## src/rtl/ram_clr_dp.sv

```systemverilog
// Dual-port byte-writable RAM with a self-sequencing clear engine (busy while zeroing).
// Define RAM_FWD_EN to forward same-address write data into a concurrent read.
module ram_clr_dp #(
   parameter int DATA_WIDTH = 32,
   parameter int ADDR_WIDTH = 4,
   parameter int RD_PIPE    = 0
) (
   input  logic                    clk,
   input  logic                    rst,
   input  logic                    wr_enb,
   input  logic [ADDR_WIDTH-1:0]   wr_addr,
   input  logic [DATA_WIDTH-1:0]   wr_data,
   input  logic [DATA_WIDTH/8-1:0] wr_be,
   input  logic                    rd_enb,
   input  logic [ADDR_WIDTH-1:0]   rd_addr,
   output logic [DATA_WIDTH-1:0]   rd_data,
   output logic                    rd_valid,
   input  logic                    clr_req,
   output logic                    busy,
   output logic                    dbg_state
);

   localparam int DEPTH = 2 ** ADDR_WIDTH;
   localparam int NB    = DATA_WIDTH / 8;

   typedef enum logic {IDLE = 1'b0, CLEAR = 1'b1} state_t;

   state_t                  state_q, state_d;
   logic [ADDR_WIDTH-1:0]   cnt_q, cnt_d;
   logic [DATA_WIDTH-1:0]   mem [DEPTH];
   logic                    wr_acc, rd_acc;
   logic [DATA_WIDTH-1:0]   rd_word;
   logic                    rd_v1_q;
   logic [DATA_WIDTH-1:0]   rd_d1_q;

   always_comb begin
      state_d = state_q;
      cnt_d   = cnt_q;
      case (state_q)
         IDLE: begin
            if (clr_req) begin
               state_d = CLEAR;
               cnt_d   = '0;
            end
         end
         CLEAR: begin
            // Counter parks on the last address rather than wrapping.
            if (cnt_q == '1) state_d = IDLE;
            else             cnt_d   = cnt_q + 1'b1;
         end
         default: state_d = CLEAR;
      endcase
   end

   always_ff @(posedge clk) begin
      if (rst) begin
         state_q <= CLEAR;
         cnt_q   <= '0;
      end else begin
         state_q <= state_d;
         cnt_q   <= cnt_d;
      end
   end

   assign busy      = (state_q == CLEAR);
   assign dbg_state = state_q;

   // Requests only count in IDLE and never in the cycle that launches a clear.
   assign wr_acc = !rst && (state_q == IDLE) && !clr_req && wr_enb;
   assign rd_acc = !rst && (state_q == IDLE) && !clr_req && rd_enb;

   always_ff @(posedge clk) begin
      if (!rst && state_q == CLEAR) begin
         mem[cnt_q] <= '0;
      end else if (wr_acc) begin
         for (int b = 0; b < NB; b++) begin
            if (wr_be[b]) mem[wr_addr][8*b +: 8] <= wr_data[8*b +: 8];
         end
      end
   end

   always_comb begin
      rd_word = mem[rd_addr];
`ifdef RAM_FWD_EN
      if (wr_acc && (wr_addr == rd_addr)) begin
         for (int b = 0; b < NB; b++) begin
            if (wr_be[b]) rd_word[8*b +: 8] = wr_data[8*b +: 8];
         end
      end
`else
`endif
   end

   // Data registers only load on a result so the output holds between reads.
   always_ff @(posedge clk) begin
      if (rst) begin
         rd_v1_q <= 1'b0;
         rd_d1_q <= '0;
      end else begin
         rd_v1_q <= rd_acc;
         if (rd_acc) rd_d1_q <= rd_word;
      end
   end

   generate
      if (RD_PIPE == 0) begin : gen_pipe0
         assign rd_data  = rd_d1_q;
         assign rd_valid = rd_v1_q;
      end else begin : gen_pipe1
         logic                  rd_v2_q;
         logic [DATA_WIDTH-1:0] rd_d2_q;
         always_ff @(posedge clk) begin
            if (rst) begin
               rd_v2_q <= 1'b0;
               rd_d2_q <= '0;
            end else begin
               rd_v2_q <= rd_v1_q;
               if (rd_v1_q) rd_d2_q <= rd_d1_q;
            end
         end
         assign rd_data  = rd_d2_q;
         assign rd_valid = rd_v2_q;
      end
   endgenerate

endmodule

```

## config.mk

```make
export PLATFORM = sky130hd
export DESIGN_NAME = ram_clr_dp
export DESIGN_NICKNAME = d
export VERILOG_FILES = /design/src/rtl/ram_clr_dp.sv
export SDC_FILE = /design/constraint.sdc
export NUM_CORES = 1
export LEC_CHECK = 0
export ABC_AREA = 0
export CORE_ASPECT_RATIO = 1.75
export CORE_MARGIN = 8
export CORE_UTILIZATION = 45
export DETAILED_ROUTE_END_ITERATION = 6
export GPL_ROUTABILITY_DRIVEN = 0
export PLACE_DENSITY = 0.61
export SLEW_MARGIN = 20
export SYNTH_ARGS = -nofsm -noshare
export SYNTH_HDL_FRONTEND = slang
export SYNTH_SLANG_ARGS = --single-unit
```

## constraint.sdc

```tcl
create_clock -name clk -period 6.01 [get_ports clk]
set_input_delay 0.9015 -clock clk [delete_from_list [all_inputs] [get_ports clk]]
set_output_delay 0.9015 -clock clk [all_outputs]
set_load 0.02 [all_outputs]
```

==> results of run 1 <==
[stage by stage]
| step | instances | total power (W) | worst slack [ns] | area, µm² | hold WS, ns |
|---|---|---|---|---|---|
| 6_report | 1802 | 0.00767 | 2.27 | 24800 | 0.466 |
| 5_1_grt | 1801 | 0.00786 | 2.16 | 24800 | 0.485 |
| 2_1_floorplan | 1059 | 0.00448 | 2.92 | 21600 | 0.506 |
| 4_1_cts | 1801 | 0.00773 | 2.27 | 24800 | 0.470 |
| 3_3_place_gp | 1714 | 0.00459 | 1.80 | 23200 | 0.447 |
| 3_5_place_dp | 1714 | 0.00460 | 1.69 | 23200 | 0.455 |
[sequential cells by signal, summed over array words and instances (netlist names)]
register	cells
rd_valid	1
mem	512
cnt_q	4
busy	1
rd_data	32
[synth_stat cells, types with 7 or more instances]
| master | n |
|---|---|
| nor2_1 | 72 |
| buf_2 | 22 |
| edfxtp_1 | 512 |
| nor3_2 | 22 |
| a211o_1 | 32 |
| clkbuf_1 | 25 |
| nor3_1 | 42 |
| and2_1 | 32 |
| nand2_1 | 7 |
| mux2i_1 | 65 |
| mux4_2 | 128 |
| nor2b_1 | 8 |
| dfxtp_1 | 38 |
| buf_1 | 12 |
[power by group through the flow]
stage	Sequential (W)	Clock [W]	Combinational [W]
floorplan	0.00427	0	0.000207
global placement	0.00427	0	0.000319
detailed placement	0.00428	0	0.000322
CTS	0.00419	0.00321	0.000322
global route	0.00419	0.00333	0.000338
finish	0.00419	0.00316	0.000318
[area by class of cell]
type                       count  area (µm²)  area share, %
clock buffer                  66        1340           5.40
timing repair buffer         128        1170           4.70
sequential                   550       16100           65.0
clock inverter                21         258           1.04
antenna                        1        2.50         0.0101
multi-input combinational    442        5170           20.8
tap                          594         743           2.99
[logic make-up (layout without fill, tap and decap cells)]
kind of cell | Yosys count | in the layout | synth area share [%]
other | 0 | 1 | 0
adders and majority gates | 1 | 1 | 0.0580
DFF | 550 | 550 | 74.8
buffers and inverters | 67 | 215 | 1.50
AOI/OAI and AO/OA | 39 | 39 | 1.48
and+or+nand+nor | 200 | 200 | 5.20
muxes | 202 | 202 | 17.0
[worst paths after layout]
| kind | from | end | slack, ns |
|---|---|---|---|
| hold / removal | rd_data[28]$_SDFFE_PP0P_ | rd_data[28]$_SDFFE_PP0P_ | 0.47 |
| hold reg to reg | rd_data[28]$_SDFFE_PP0P_ | rd_data[28]$_SDFFE_PP0P_ | 0.47 |
| setup / recovery | rst | mem[7][0]$_DFFE_PP_ | 2.27 |
| setup reg to reg | busy$_SDFF_PP1_ | mem[7][0]$_DFFE_PP_ | 2.77 |
[metal layers]
layer,vias to the layer above,track usage [%],part of all wire (%)
met5,-,0,0.052
met4,4,5.84,2.9
met3,78,2.52,4.4
met2,254,32.4,55
met1,5379,20.9,38
li1,4527,-,-
[layout by cell type (no fill, tap or decap), types with 12 or more instances in the layout]
cell type	instances
edfxtp_1	512
clkdlybuf4s50_1	80
mux4_2	128
a211o_1	32
clkbuf_1	12
nor3_1	32
buf_4	47
mux2i_1	65
and2_1	32
nor3_2	32
clkbuf_16	49
nor2_1	71
dfxtp_1	38
==> tab_implementation.tex, run 1 <==
\begin{tabular}{lr}
\hline
Metric & Value \\
\hline
\multicolumn{2}{l}{\textbf{Critical path}} \\
Slowest library cell on the worst path & nor3\_1 \\
Buffering stage count on the worst path with inverters included & 2 \\
Arrival time of the worst setup path & between 3 and 4 ns \\
Setup crit end kind & register \\
Worst Path Required & $\sim$6 ns \\
Sequence of cells on the critical path & clkdlybuf4s50\_1 > nor4b\_4 > buf\_4 > mux2\_2 > nor3\_1 \\
Delay-heaviest family, CP & simple AND/OR/NAND/NOR gates \\
Slowest stage delay, CP & 0.94 ns \\
Type of origin of the critical path & input pin \\
Worst-path fanout max & 26 \\
Number of cells on the worst reg-to-reg path & 4 \\
Path length in cells of the critical path & 5 \\
Critical path class & in2reg \\
\multicolumn{2}{l}{\textbf{Global route}} \\
First-pass GRT wire length & 72600 µm \\
Pin count of the biggest net entering global routing & 68 \\
Overall track demand over capacity in global routing & between 15 and 20\% \\
Antenna violations before repair & 2 \\
Via count of the first global-routing pass & 11.0k \\
Overflow left after global routing & 0 \\
\multicolumn{2}{l}{\textbf{Route}} \\
WL per Instance & between 20 and 30 µm \\
Final WL & $\sim$48000 µm \\
Routed vias & between 10k and 15k \\
Residual DRC & 0 \\
Pre-antenna DRT Iters & 5 \\
Remaining antenna violation count after routing & 0 \\
DRC violation total after the first TritonRoute iteration & 877 \\
Average vias per placed instance & between 5 and 6 \\
\multicolumn{2}{l}{\textbf{Logic synthesis}} \\
Post-synthesis instance area & 21600 µm² \\
Fraction of synthesized cell area taken by the top area cell type & between 70\% and 80\% \\
Sequential cell area fraction in the yosys report & between 70\% and 80\% \\
Async set or reset register ratio after synthesis & 0\% \\
Post-synthesis register bit count & between 500 and 600 \\
Number of enable-type register cells in the synthesized netlist & 512 \\
Largest area contributor in the synthesized netlist & edfxtp\_1 \\
Average footprint of a synthesized cell & 20.4 µm² \\
Prevailing post-synth register cell & edfxtp\_1 \\
Number of nets in the synthesized netlist & 1109 \\
Largest cells by area after synthesis & edfxtp\_1 71\%, mux4\_2 13\%, dfxtp\_1 3.5\%, mux2i\_1 3.0\%, a211o\_1 1.3\% \\
Cells after synthesis & 1059 \\
Number of unique standard cell types used by synthesis & 31 \\
Warnings from Yosys & 0 \\
\multicolumn{2}{l}{\textbf{Clock tree}} \\
Clock latency on the worst-skew pair & around 0.56 ns \\
CTS tree & done \\
Maximum clock path buffer count & 3 \\
Number of buffers created by CTS & between 40 and 50 \\
Clock transition at path regs & approximately 0.070 ns \\
TritonCTS sink count & 550 \\
Root buffer selected by CTS & clkbuf\_16 \\
CTS H-tree lvls & 2 \\
Number of buffers added for setup after CTS & 0 \\
Post-cts sizing count & 0 \\
Hold-fix buffers, CTS & 0 \\
\multicolumn{2}{l}{\textbf{Floorplan}} \\
Die Ht & around 300 µm \\
Die W & 181 µm \\
Placeable core area & around 48000 µm² \\
Total die area & approximately 55000 µm² \\
Starting density of the core & a little under half \\
Count of pins on the block boundary & 84 \\
Rows & around 110 \\
\multicolumn{2}{l}{\textbf{Timing}} \\
Final worst path period share & a little over 60\% \\
Final-report setup violation count & 0 \\
Time the final worst path needs with I/O delays and setup & between 3 and 4 ns \\
Setup\_tns & 0 ns \\
Final setup skew & roughly 0.022 ns \\
Number of pins exceeding their max-slew limit in the final report & 0 \\
Top achievable clock speed & approximately 0.27 GHz \\
RSZ-0062 raised after global routing & no \\
Slew at the pin closest to its max-slew limit & around 1.1 ns \\
Final hold vios & 0 \\
Normalized max-slew margin & about 25\% \\
\multicolumn{2}{l}{\textbf{Power}} \\
Clock group share of total power & between 40\% and 50\% \\
Part of the power in registers & 54.6\% \\
Internal Dissipation & just over 0.006 W \\
Power per standard cell area & just over 300 nW/µm² \\
Net switching power of the design & 0.00154 W \\
Peak supply drop & 226 µV \\
LEAKAGE & approximately 7.5 nW \\
Share of total power in combinational logic & under 10\% \\
Switch share & between 20 and 25\% \\
\multicolumn{2}{l}{\textbf{Final layout}} \\
Final net count & between 1k and 1.5k \\
Post-layout util & a little over half \\
Layout filler cell count & 3629 \\
Area growth from synthesis to layout & 15.1\% \\
Layout cell share with drive strength beyond 1 & 24.8\% \\
\multicolumn{2}{l}{\textbf{Min path}} \\
Type of the most critical hold path & reg2reg \\
Number of cells on the worst hold path & 1 \\
\multicolumn{2}{l}{\textbf{Run status}} \\
Run status & completed \\
\multicolumn{2}{l}{\textbf{Place}} \\
Half-perimeter wire length of the detailed placement result & 31100 µm \\
Count of buffers inserted at the top-level ports & 83 \\
\multicolumn{2}{l}{\textbf{Job}} \\
Reported max-cap violation count & 0 \\
\hline
\end{tabular}
Note: power is estimated with default switching activity, not from simulation.
==> run 2, diff against run 1 <==
==> constraint.sdc (replaced) <==
create_clock -name clk -period 3.7 [get_ports clk]
set_input_delay 0.555 -clock clk [delete_from_list [all_inputs] [get_ports clk]]
set_output_delay 0.555 -clock clk [all_outputs]
set_load 0.02 [all_outputs]
==> run 2 against run 1 <==
Clock skew rose by 0.0034 ns. Worst hold slack barely moved. Via count rose by 0.77%. Clock-buffer cell count fell by 6.
==> tab_implementation.tex, run 2 (synthesis gave the netlist of run 1 again) <==
\begin{tabular}{lr}
\hline
Metric & Value \\
\hline
\multicolumn{2}{l}{\textbf{Run status}} \\
Run status & completed \\
\multicolumn{2}{l}{\textbf{Clock tree}} \\
CTS tree & done \\
Number of buffers created by CTS & 47 \\
Number of buffers added for setup after CTS & 0 \\
Root buffer selected by CTS & clkbuf\_16 \\
CTS H-tree lvls & 2 \\
Maximum clock path buffer count & 3 \\
Clock transition at path regs & $\sim$0.07 ns \\
Hold-fix buffers, CTS & 0 \\
Post-cts sizing count & 0 \\
TritonCTS sink count & 550 \\
Clock latency on the worst-skew pair & around 0.57 ns \\
\multicolumn{2}{l}{\textbf{Power}} \\
Switch share & 19.8\% \\
Part of the power in registers & about 54\% \\
Net switching power of the design & between 0.002 and 0.0025 W \\
Internal Dissipation & 0.0101 W \\
LEAKAGE & slightly below 8 nW \\
Clock group share of total power & around two fifths \\
Peak supply drop & slightly above 300 µV \\
Share of total power in combinational logic & $\sim$4.2\% \\
Power per standard cell area & about 500 nW/µm² \\
\multicolumn{2}{l}{\textbf{Critical path}} \\
Number of cells on the worst reg-to-reg path & 5 \\
Type of origin of the critical path & input pin \\
Worst reg2reg startpoint & busy\$\_SDFF\_PP1\_ \\
Worst Path Required & $\sim$4.0 ns \\
Setup crit end kind & register \\
Critical path class & in2reg \\
Arrival time of the worst setup path & 3.23 ns \\
Reg-to-reg slack, setup & between 0.8 and 0.9 ns \\
Worst-path fanout max & 16 \\
Reg-to-reg endpoint & mem[3][22]\$\_DFFE\_PP\_ \\
\multicolumn{2}{l}{\textbf{Route}} \\
Remaining antenna violation count after routing & 0 \\
Total routed wire length on the met1 layer & approximately 18000 µm \\
Final WL & roughly 48000 µm \\
Routed vias & 10.3k \\
Average vias per placed instance & around 5.6 \\
Routed met2 length & around 26000 µm \\
Highest routed metal layer & met4 \\
DRC violation total after the first TritonRoute iteration & 690 \\
WL per Instance & around 26 µm \\
Met3 WL & between 2000 and 2500 µm \\
Pre-antenna DRT Iters & 5 \\
Residual DRC & 0 \\
\multicolumn{2}{l}{\textbf{Floorplan}} \\
Starting density of the core & between 40 and 50\% \\
Count of pins on the block boundary & 84 \\
Rows & between 100 and 150 \\
Total die area & between 50000 and 60000 µm² \\
Die Ht & roughly 310 µm \\
Die W & 181 µm \\
Placeable core area & around 48000 µm² \\
\multicolumn{2}{l}{\textbf{Final layout}} \\
Final std cells w/o fill & between 1.5k and 2k \\
Number of flip-flops in the largest register & $\sim$500 \\
Register bank with the most flops & mem \\
Commonest cells after routing, fill and taps aside & 512 x edfxtp\_1, 128 x mux4\_2, 80 x clkdlybuf4s50\_1, 75 x buf\_4, 71 x nor2\_1 \\
Finished layout cell area & 25200 µm² \\
Final net count & around 1.3k \\
Most common library cell in the layout ignoring fill and taps & edfxtp\_1 \\
Layout cell share with drive strength beyond 1 & between 20\% and 30\% \\
Area growth from synthesis to layout & 17.0\% \\
Layout filler cell count & 3685 \\
\multicolumn{2}{l}{\textbf{Global route}} \\
Pin count of the biggest net entering global routing & 54 \\
Via count of the first global-routing pass & 11.3k \\
First-pass GRT wire length & about 73000 µm \\
Antenna violations before repair & 0 \\
Overflow left after global routing & 0 \\
Overall track demand over capacity in global routing & 17.7\% \\
\multicolumn{2}{l}{\textbf{Min path}} \\
Type of the most critical hold path & reg2reg \\
Start point of the worst min-delay path & rd\_data[7]\$\_SDFFE\_PP0P\_ \\
Number of cells on the worst hold path & 1 \\
Capture endpoint of the worst hold path & rd\_data[7]\$\_SDFFE\_PP0P\_ \\
\multicolumn{2}{l}{\textbf{Timing}} \\
Number of pins exceeding their max-slew limit in the final report & 0 \\
Top achievable clock speed & between 0.3 and 0.4 GHz \\
Final hold vios & 0 \\
Slew at the pin closest to its max-slew limit & about 0.87 ns \\
Final worst path period share & between 80\% and 90\% \\
Normalized max-slew margin & about two fifths \\
Time the final worst path needs with I/O delays and setup & between 2 and 3 ns \\
RSZ-0062 raised after global routing & no \\
Final setup skew & around 0.025 ns \\
Final-report setup violation count & 0 \\
\multicolumn{2}{l}{\textbf{Job}} \\
Reported max-cap violation count & 0 \\
\multicolumn{2}{l}{\textbf{Place}} \\
Inst Count DP & 1748 \\
Placement-stage cell area & $\sim$24000 µm² \\
Half-perimeter wire length of the detailed placement result & around 32000 µm \\
Count of buffers inserted at the top-level ports & 83 \\
\hline
\end{tabular}
-- run 2: changes by cell type in the layout (fill, tap and decap cells not counted), moves of 2 or more --
cell       before  now
buf_4          47   75
nor3_2         32   41
clkinv_2        8   11
buf_12          0    6
nor3_1         32   23
clkbuf_8        6    2
clkbuf_1       12   10
bufinv_16       6    9
-- run 2: critical path, cell delays in order --
cell and delay [ns]:
clkdlybuf4s50_1 0.62, nor2b_4 0.25, nor4b_4 0.38, buf_12 0.22, mux2_2 0.44, nor3_1 0.50, buf_4 0.27
-- run 2: per-layer routing --
layer,GRT usage [%],up-vias
li1,-,4591
met1,21.3,5403
met2,31.7,248
met3,2.73,79
met4,6.58,0
met5,0,-
-- run 2: power by group through the flow --
stage	Sequential [W]	Combinational [W]	Clock, W
after floorplan	0.00694	0.000336	0
after global placement	0.00695	0.000529	0
after detailed placement	0.00695	0.000539	0
after CTS	0.00681	0.000539	0.00533
after global routing	0.00682	0.000570	0.00552
final	0.00681	0.000533	0.00525
-- run 2: worst max-delay path by stage --
stage                 start  slack [ns]               endpoint  cells past startpoint
floorplan               rst        0.96  mem[12][24]$_DFFE_PP_                      5
global placement    clr_req       -0.04   mem[2][24]$_DFFE_PP_                      7
detailed placement  clr_req        0.01   mem[5][29]$_DFFE_PP_                      7
CTS                 clr_req        0.59   mem[5][26]$_DFFE_PP_                      7
global route        clr_req        0.62   mem[3][22]$_DFFE_PP_                      7
finish              clr_req        0.73   mem[3][22]$_DFFE_PP_                      7
-- run 2: area by class of cell --
| cell class | count | area (µm²) | area share, % |
|---|---|---|---|
| Tap cell | 594 | 743 | 2.95 |
| Clock inverter | 26 | 359 | 1.42 |
| Sequential cell | 550 | 16100 | 63.9 |
| Multi-Input combinational cell | 442 | 5220 | 20.7 |
| Timing Repair Buffer | 162 | 1500 | 5.94 |
| Antenna cell | 1 | 2.50 | 0.00992 |
| Clock buffer | 60 | 1280 | 5.06 |
-- run 2: stage by stage --
step	hold slack (ns)	util, %	power [W]	setup TNS [ns]	setup WS (ns)
global route	0.486	53.0	0.0129	0	0.622
detailed placement	0.450	49.4	0.00749	0	0.0134
floorplan	0.506	-	0.00727	0	0.961
finish	0.466	53.0	0.0126	0	0.733
global placement	0.445	49.4	0.00747	-0.343	-0.0433
CTS	0.466	52.9	0.0127	0	0.590
==> run 3, diff against run 2 <==
--- a/config.mk
+++ b/config.mk
@@ -11,7 +11,7 @@
 export CORE_UTILIZATION = 45
 export DETAILED_ROUTE_END_ITERATION = 6
 export GPL_ROUTABILITY_DRIVEN = 0
-export PLACE_DENSITY = 0.61
+export PLACE_DENSITY = 0.63
 export SLEW_MARGIN = 20
 export SYNTH_ARGS = -nofsm -noshare
 export SYNTH_HDL_FRONTEND = slang
==> constraint.sdc (replaced) <==
create_clock -name clk -period 2.4 [get_ports clk]
set_input_delay 0.36 -clock clk [delete_from_list [all_inputs] [get_ports clk]]
set_output_delay 0.36 -clock clk [all_outputs]
set_load 0.02 [all_outputs]
==> run 3 against run 2 <==
Via count rose by 3.1%. Sequential share of layout area down 1.8 points. Flip-flop and latch count is the same. Clock power increased by 43%. Global-route usage barely moved. Power rose by 50%. Clock skew decreased by 0.0062 ns. Core utilization is 1.5 points higher. Critical path depth grew 1.
==> tab_implementation.tex, run 3 (synthesis gave the netlist of run 1 again) <==
\begin{tabular}{lr}
\hline
Metric & Value \\
\hline
\multicolumn{2}{l}{\textbf{Global route}} \\
Overall track demand over capacity in global routing & 17.7\% \\
First-pass GRT wire length & approximately 73000 µm \\
Via count of the first global-routing pass & $\sim$11k \\
Pin count of the biggest net entering global routing & 39 \\
Antenna violations before repair & 5 \\
Overflow left after global routing & 0 \\
\multicolumn{2}{l}{\textbf{Critical path}} \\
Critical path class & in2reg \\
Worst Path Required & between 2 and 3 ns \\
Delay-heaviest family, CP & buffers and inverters \\
Slowest library cell on the worst path & nor4\_2 \\
Sequence of cells on the critical path & clkdlybuf4s50\_1 > nor4\_2 > nor4b\_4 > buf\_4 > mux2i\_2 > buf\_12 > nor3\_1 > buf\_4 \\
Slowest stage delay, CP & roughly 0.59 ns \\
Buffering stage count on the worst path with inverters included & 4 \\
Worst-path fanout max & 12 \\
Setup crit end kind & register \\
CP most frequent cell & buf\_4 \\
Number of cells on the worst reg-to-reg path & 6 \\
Arrival time of the worst setup path & approximately 2.5 ns \\
Path length in cells of the critical path & 8 \\
Type of origin of the critical path & input pin \\
\multicolumn{2}{l}{\textbf{Place}} \\
Half-perimeter wire length of the detailed placement result & 31800 µm \\
Worst slack at placement & -0.389 ns \\
Placement-stage cell area & approximately 24000 µm² \\
Count of buffers inserted at the top-level ports & between 80 and 90 \\
\multicolumn{2}{l}{\textbf{Final layout}} \\
Commonest cells after routing, fill and taps aside & 512 x edfxtp\_1, 128 x mux4\_2, 97 x buf\_4, 80 x clkdlybuf4s50\_1, 71 x nor2\_1 \\
Number of flip-flops in the largest register & between 500 and 600 \\
Final net count & 1311 \\
Register bank with the most flops & mem \\
Layout cell share with drive strength beyond 1 & roughly 30\% \\
Most common library cell in the layout ignoring fill and taps & edfxtp\_1 \\
Area growth from synthesis to layout & 20.3\% \\
Finished layout cell area & approximately 26000 µm² \\
\multicolumn{2}{l}{\textbf{Min path}} \\
Number of cells on the worst hold path & 4 \\
Type of the most critical hold path & in2reg \\
\multicolumn{2}{l}{\textbf{Route}} \\
Remaining antenna violation count after routing & 0 \\
Pre-antenna DRT Iters & 5 \\
Residual DRC & 0 \\
DRC violation total after the first TritonRoute iteration & roughly 610 \\
Average vias per placed instance & around 5.6 \\
Final WL & 48300 µm \\
WL per Instance & 25.5 µm \\
Routed vias & 10.6k \\
\multicolumn{2}{l}{\textbf{Power}} \\
Tot Pwr & approximately 0.019 W \\
Power per standard cell area & between 700 and 800 nW/µm² \\
Peak supply drop & just under 500 µV \\
LEAKAGE & $\sim$8.1 nW \\
\multicolumn{2}{l}{\textbf{Timing}} \\
RSZ-0062 raised after global routing & no \\
Minimum setup slack in the final design & approximately 0.11 ns \\
Final-report setup violation count & 0 \\
Worst hold slack after final layout & around 0.39 ns \\
Normalized max-slew margin & between 50\% and 60\% \\
Time the final worst path needs with I/O delays and setup & $\sim$2.3 ns \\
Final hold vios & 0 \\
Number of pins exceeding their max-slew limit in the final report & 0 \\
Slew at the pin closest to its max-slew limit & $\sim$0.63 ns \\
Final worst path period share & roughly 95\% \\
Final setup skew & between 0.015 and 0.02 ns \\
Top achievable clock speed & approximately 0.44 GHz \\
\multicolumn{2}{l}{\textbf{Clock tree}} \\
CTS tree & done \\
TritonCTS sink count & 550 \\
Number of buffers created by CTS & 47 \\
Root buffer selected by CTS & clkbuf\_16 \\
Post-cts sizing count & 0 \\
Maximum clock path buffer count & 3 \\
Clock transition at path regs & 0.06 ns \\
Hold-fix buffers, CTS & 0 \\
Clock latency on the worst-skew pair & $\sim$0.57 ns \\
CTS H-tree lvls & 2 \\
Number of buffers added for setup after CTS & 0 \\
\multicolumn{2}{l}{\textbf{Job}} \\
Reported max-cap violation count & 0 \\
\multicolumn{2}{l}{\textbf{Floorplan}} \\
Die W & 181 µm \\
Die Ht & a little over 300 µm \\
Rows & about 110 \\
Placeable core area & between 40000 and 50000 µm² \\
Total die area & about 55000 µm² \\
Starting density of the core & a little under half \\
Count of pins on the block boundary & 84 \\
\multicolumn{2}{l}{\textbf{Run status}} \\
Run status & completed \\
\hline
\end{tabular}
## run 3: path summary, 6_finish.rpt
check	endpoint	slack [ns]	from
worst max-delay path	mem[1][4]$_DFFE_PP_	0.11	wr_be[0]
worst min-delay path	rd_data[2]$_SDFFE_PP0P_	0.39	rd_addr[0]
worst max register to register	mem[7][15]$_DFFE_PP_	0.32	busy$_SDFF_PP1_
worst min register to register	rd_data[11]$_SDFFE_PP0P_	0.46	rd_data[11]$_SDFFE_PP0P_
## run 3: layout make-up
| cell class | instances | area (µm²) |
|---|---|---|
| Clock inverter | 22 | 195 |
| Clock buffer | 64 | 1300 |
| Tap cell | 594 | 743 |
| Fill cell | 3632 | 21700 |
| Timing Repair Buffer | 220 | 2380 |
| Multi-Input combinational cell | 442 | 5190 |
| Antenna cell | 2 | 5.00 |
| Sequential cell | 550 | 16100 |
## run 3: stage by stage
stage	instances	util (%)	setup TNS, ns
final	1894	54.5	0
after global routing	1892	54.5	0
after CTS	1892	54.5	0
after detailed placement	1806	51.4	-215.39
after global placement	1806	51.4	-215.37
after floorplan	1059	-	-13.80
## run 3: metal layers
layer | vias to the layer above | part of all wire (%) | global-route usage (%)
met5 | - | 0.056 | 0
met4 | 4 | 3.5 | 6.87
met3 | 83 | 5.0 | 2.78
li1 | 4714 | - | -
met2 | 290 | 53 | 31.4
met1 | 5546 | 38 | 21.3
## run 3: where the power goes
| part | total (W) | internal [W] | switching (W) |
|---|---|---|---|
| Sequential | 0.0105 | 0.0105 | 0.0000336 |
| Clock | 0.00749 | 0.00414 | 0.00334 |
| Combinational | 0.000895 | 0.000430 | 0.000465 |
## run 3: worst register-to-register path: stages (launching register included)
cell,delay (ns)
dfxtp_1,0.33
nor4b_4,0.38
buf_4,0.26
mux2i_2,0.38
buf_4,0.22
nor3_1,0.05
buf_4,0.20
